$ cat config.mk
export PLATFORM = sky130hd
export DESIGN_NAME = pipelined_cla_adder
export DESIGN_NICKNAME = d
export VERILOG_FILES = /design/src/rtl/pipelined_cla_adder.sv
export SDC_FILE = /design/constraint.sdc
export NUM_CORES = 1
export LEC_CHECK = 0
export BUFFER_PORTS_ARGS = -buffer_cell sky130_fd_sc_hd__buf_2
export CAP_MARGIN = 15
export CORE_MARGIN = 2
export CORE_UTILIZATION = 55
export DETAILED_ROUTE_END_ITERATION = 10
export PLACE_DENSITY = 0.83
export RECOVER_POWER = 50
export SLEW_MARGIN = 0
export SYNTH_ARGS = -nofsm -noshare
export SYNTH_HDL_FRONTEND = slang
export SYNTH_SLANG_ARGS = --single-unit
$ cat constraint.sdc
create_clock -name clk -period 8.1 [get_ports clk]
set_input_delay 2.025 -clock clk [delete_from_list [all_inputs] [get_ports clk]]
set_output_delay 2.025 -clock clk [all_outputs]
set_load 0.03 [all_outputs]
$ cat src/rtl/pipelined_cla_adder.sv
// Pipelined carry-lookahead adder/subtractor: one GROUP-bit lookahead group per stage.
// Define CLA_SUB_EN to honour the per-operation sub flag; otherwise the block is add-only.
module pipelined_cla_adder #(
  parameter int unsigned WIDTH = 16,
  parameter int unsigned GROUP = 4
) (
  input  logic             clk,
  input  logic             reset,
  input  logic             in_valid,
  output logic             in_ready,
  input  logic [WIDTH-1:0] A,
  input  logic [WIDTH-1:0] B,
  input  logic             CIN,
  input  logic             sub,
  output logic             out_valid,
  input  logic             out_ready,
  output logic [WIDTH:0]   result,
  output logic             ovf
);

  localparam int unsigned S = WIDTH / GROUP;

  if (GROUP == 0 || GROUP > 8 || (WIDTH % GROUP) != 0) begin : g_bad_cfg
    $error("pipelined_cla_adder: WIDTH must be a multiple of GROUP, GROUP in 1..8");
  end

  // Flattened lookahead: every carry is a sum of products of g/p and the group carry-in.
  function automatic logic [GROUP:0] group_carries(input logic [GROUP-1:0] a,
                                                   input logic [GROUP-1:0] b,
                                                   input logic             cin);
    logic [GROUP-1:0] g;
    logic [GROUP-1:0] p;
    logic [GROUP:0]   c;
    logic             term;
    g    = a & b;
    p    = a | b;
    c    = '0;
    c[0] = cin;
    for (int i = 0; i < int'(GROUP); i++) begin
      term = cin;
      for (int j = 0; j <= i; j++) term = term & p[j];
      c[i+1] = term;
      for (int j = 0; j <= i; j++) begin
        term = g[j];
        for (int m = j + 1; m <= i; m++) term = term & p[m];
        c[i+1] = c[i+1] | term;
      end
    end
    return c;
  endfunction

  // Stage registers: stage k holds groups 0..k finished plus the carry out of group k.
  logic [S-1:0]     v_q;
  logic [WIDTH-1:0] a_q   [S];
  logic [WIDTH-1:0] b_q   [S];
  logic [WIDTH-1:0] sum_q [S];
  logic             c_q   [S];
  logic             ovf_q;
`ifdef CLA_SUB_EN
  logic             sub_q  [S];
  logic             up_sub [S];
`endif

  logic [WIDTH-1:0] up_a   [S];
  logic [WIDTH-1:0] up_b   [S];
  logic [WIDTH-1:0] up_sum [S];
  logic             up_c   [S];
  logic             up_v   [S];
  logic [WIDTH-1:0] sum_d  [S];
  logic             c_d    [S];
  logic             ovf_d;
  logic             cin0;
  logic [S-1:0]     rdy_c;

`ifdef CLA_SUB_EN
  assign cin0 = sub | CIN;
`else
  logic unused_sub;
  assign unused_sub = sub;
  assign cin0       = CIN;
`endif

  for (genvar gk = 0; gk < int'(S); gk++) begin : g_stage
    logic [GROUP-1:0] ga;
    logic [GROUP-1:0] gb;
    logic [GROUP:0]   gc;
    logic             gsub;

    if (gk == 0) begin : g_src_in
      assign up_a[gk]   = A;
      assign up_b[gk]   = B;
      assign up_sum[gk] = '0;
      assign up_c[gk]   = cin0;
      assign up_v[gk]   = in_valid;
`ifdef CLA_SUB_EN
      assign up_sub[gk] = sub;
`endif
    end else begin : g_src_prev
      assign up_a[gk]   = a_q[gk-1];
      assign up_b[gk]   = b_q[gk-1];
      assign up_sum[gk] = sum_q[gk-1];
      assign up_c[gk]   = c_q[gk-1];
      assign up_v[gk]   = v_q[gk-1];
`ifdef CLA_SUB_EN
      assign up_sub[gk] = sub_q[gk-1];
`endif
    end

`ifdef CLA_SUB_EN
    assign gsub = up_sub[gk];
`else
    assign gsub = 1'b0;
`endif

    // B is inverted group by group so the raw operand can travel unchanged.
    assign ga         = up_a[gk][gk*GROUP +: GROUP];
    assign gb         = up_b[gk][gk*GROUP +: GROUP] ^ {GROUP{gsub}};
    assign gc         = group_carries(ga, gb, up_c[gk]);
    assign c_d[gk]    = gc[GROUP];
    assign sum_d[gk]  = (up_sum[gk] & ~(WIDTH'({GROUP{1'b1}}) << (gk*GROUP)))
                      | (WIDTH'(ga ^ gb ^ gc[GROUP-1:0]) << (gk*GROUP));

    if (gk == int'(S) - 1) begin : g_ovf
      assign ovf_d = gc[GROUP] ^ gc[GROUP-1];
    end
  end

  // A stage may load when it is empty or its content moves on this cycle.
  always_comb begin
    rdy_c      = '0;
    rdy_c[S-1] = !v_q[S-1] | out_ready;
    for (int i = int'(S) - 2; i >= 0; i--) begin
      rdy_c[i] = !v_q[i] | rdy_c[i+1];
    end
  end

  always_ff @(posedge clk) begin
    if (reset) begin
      v_q   <= '0;
      ovf_q <= 1'b0;
      for (int i = 0; i < int'(S); i++) begin
        a_q[i]   <= '0;
        b_q[i]   <= '0;
        sum_q[i] <= '0;
        c_q[i]   <= 1'b0;
`ifdef CLA_SUB_EN
        sub_q[i] <= 1'b0;
`endif
      end
    end else begin
      for (int i = 0; i < int'(S); i++) begin
        if (rdy_c[i]) begin
          v_q[i] <= up_v[i];
          if (up_v[i]) begin
            a_q[i]   <= up_a[i];
            b_q[i]   <= up_b[i];
            sum_q[i] <= sum_d[i];
            c_q[i]   <= c_d[i];
`ifdef CLA_SUB_EN
            sub_q[i] <= up_sub[i];
`endif
          end
        end
      end
      if (rdy_c[S-1] && up_v[S-1]) ovf_q <= ovf_d;
    end
  end

  assign in_ready  = !reset && rdy_c[0];
  assign out_valid = v_q[S-1];
  assign result    = {c_q[S-1], sum_q[S-1]};
  assign ovf       = ovf_q;

endmodule

==> qor.yml <==
finish:
  finalInstanceArea_um2: 5160
  area_growth_pct: 11.1
  multi_input_area_um2: 1530
  antenna_cells: 0
  drive_above_1_share_pct: 13.3
  finish.net_count: 483
  fill_cells: 629
  ff_latch_area_um2: 2860
sta:
  period_minus_slack_ps: 6150
  hold_viol_final: 0
  drv_slew: 28
  post-route-period-util_pct: 75.9
  max-slew-margin-rel_pct: -3.13
  clock.fmax_mhz: 163
  tightest_slew_ps: 1550
  finClkSkew_ps: 12.8
  fin_setup_tns_ps: 0
  setup_viol: 0
  fin_ws_ps: 1950
  rsz0062_at_grt: "no"
logic_synthesis:
  synth.top_cell.area_share_pct: 59.5
  synth-edff-count: 92
  ys_types: 41
  synth_nets: 426
  synth_ff_type: "edfxtp_1"
  netlist_area_um2: 4640
  synth_most_common_cell: "edfxtp_1"
  synthTopCellsByArea: "edfxtp_1 (60%), ha_1 (8.6%), and2_1 (6.7%)"
  yosysSeqAreaShare_pct: 61.7
  yosys.area.top_type: "edfxtp_1"
  avgSynthCellArea_um2: 13.2
  synth_common_cells: "edfxtp_1 (92), and2_1 (50), inv_1 (42)"
  yosys_warnings: 0
  synth_cells: 352
  synth.ff_latch_count: 97
  async_flop_share_pct: 0
setup_path:
  crit_type: "input port to output pin"
  cp.arrival_ps: 4120
  cp.required_ps: 6080
  cp_max_fo: 27
  end_kind: "output pin"
  cp-start-kind: "input port"
job:
  drv_cap: 1
global_routing:
  track_usage_pct: 14.2
  antenna_found_initial: 0
  grt_start_max_net_pins: 30
  grt_pass1_vias: 2391
  grt_first_pass_wirelength_mm: 10.0
  grt_overflow: 0
route:
  wl_per_cell_um: 11.5
  vias_per_cell: 4.84
  dr.pass1.iters: 4
  vias: 2514
  drtAntennaViolNets: 0
  drc: 0
  wirelength_mm: 5.95
  drtIter0Drc: 55
power:
  power_density_nw_per_um2: 196
  leakage_uw: 0.00219
  peakVddDrop_mv: 0.101
clock_network:
  cts_resized: 0
  cts_sinks: 97
  numCtsBuffers: 9
  cts_max_path_buffers: 2
  cts_tree: "built"
  clkSlewWorstSetupHoldPaths_ps: 80
  clkLatencyLatePin_ps: 350
  holdBufCountCts: 0
  htreeDepth: 3
  root_buffer: "clkbuf_8"
  cts_setup_buffers: 0
min_path:
  hp-class: "flop to flop"
status:
  status: "complete, but fails checks"
  failed_checks: "capacitance limit, slew limit"
placed_design:
  hpwl_mm: 4.39
  gp_congestion: 0.790
  port_buffers: 56
  place_area_um2: 4990
  pre_cts_ws_ps: 2800
die:
  die_area_um2: 9190
  ios: 58
  die_h_um: 95.8
  coreArea_um2: 8220
  num_rows: 33
  start_util_pct: 56.5
  die_x_um: 95.8
worst paths after layout:
check	from	depth (start not counted)	end	slack [ps]
setup / recovery	out_ready	4	in_ready	1950
hold / removal	v_q[1]$_SDFFE_PP0P_	2	v_q[2]$_SDFFE_PP0P_	510
setup reg to reg	v_q[3]$_SDFFE_PP0P_	4	c_q[0]$_SDFFCE_PN0P_	5590
hold reg to reg	v_q[1]$_SDFFE_PP0P_	2	v_q[2]$_SDFFE_PP0P_	510
routing by layer:
| layer | global-route usage (%) | vias to the layer above | wire (um) |
|---|---|---|---|
| li1 | - | 1322 | - |
| met2 | 24.1 | 63 | 2790 |
| met1 | 17.0 | 1113 | 2660 |
| met3 | 3.68 | 16 | 355 |
| met4 | 6.19 | 0 | 148 |
| met5 | 0 | - | 0 |
registers in the layout (all words and copies together), names as in the netlist:
name,cells
sum_q,40
v_q,4
a_q,24
b_q,24
c_q,4
ovf,1
cells in the final DEF (no fill, tap or decap), drive strengths merged, types with 2 or more instances in the layout:
cell type,n
a21o,3
a21oi,13
a221oi,2
and2,50
and3,28
buf,36
bufinv,2
clkbuf,33
clkinv,3
dfxtp,5
edfxtp,92
fa,4
ha,32
inv,42
mux2i,2
nand2,4
nand2b,7
nor2,16
nor2b,3
nor3,7
nor4,3
o21a,6
o21ai,2
o21bai,5
xnor2,3
xor2,2
worst max-delay path, stage by stage:
cell	delay [ps]
clkbuf_1	150
and4b_1	330
a21oi_1	1220
buf_2	390
cell families (layout without fill, tap and decap cells):
group / count (synthesis) / after routing / synth area share, %
simple gates: 124 / 124 / 16.2
flops: 97 / 97 / 61.7
buf+inv: 54 / 116 / 5.04
fa+ha+maj: 36 / 36 / 10.4
compound gates: 34 / 34 / 5.37
xor+xnor: 5 / 5 / 0.944
mux: 2 / 2 / 0.432
stage by stage:
| stage | util, % | total power [uW] | instances | hold WS [ps] |
|---|---|---|---|---|
| 2_1_floorplan | - | 670 | 352 | 455 |
| 4_1_cts | 63.4 | 1020 | 519 | 510 |
| 3_3_place_gp | 60.8 | 692 | 503 | 474 |
| 5_1_grt | 62.8 | 1050 | 519 | 529 |
| 6_report | 62.8 | 1010 | 519 | 509 |
| 3_5_place_dp | 60.8 | 699 | 503 | 494 |
area by class of cell:
| cell class | count | share of cell area (%) |
|---|---|---|
| clock buffers | 11 | 2.55 |
| well taps | 105 | 2.55 |
| inverters | 42 | 3.06 |
| multi-input cells | 201 | 29.6 |
| flip-flops and latches | 97 | 55.5 |
| clock inverters | 5 | 1.60 |
| repair buffers | 58 | 5.14 |
where the power goes:
group          internal (uW)  switching (uW)  total, uW
Clock                    175             154        328
Sequential               583            10.7        593
Combinational           36.1            55.1       91.2
Note: power is estimated with default switching activity, not from simulation.
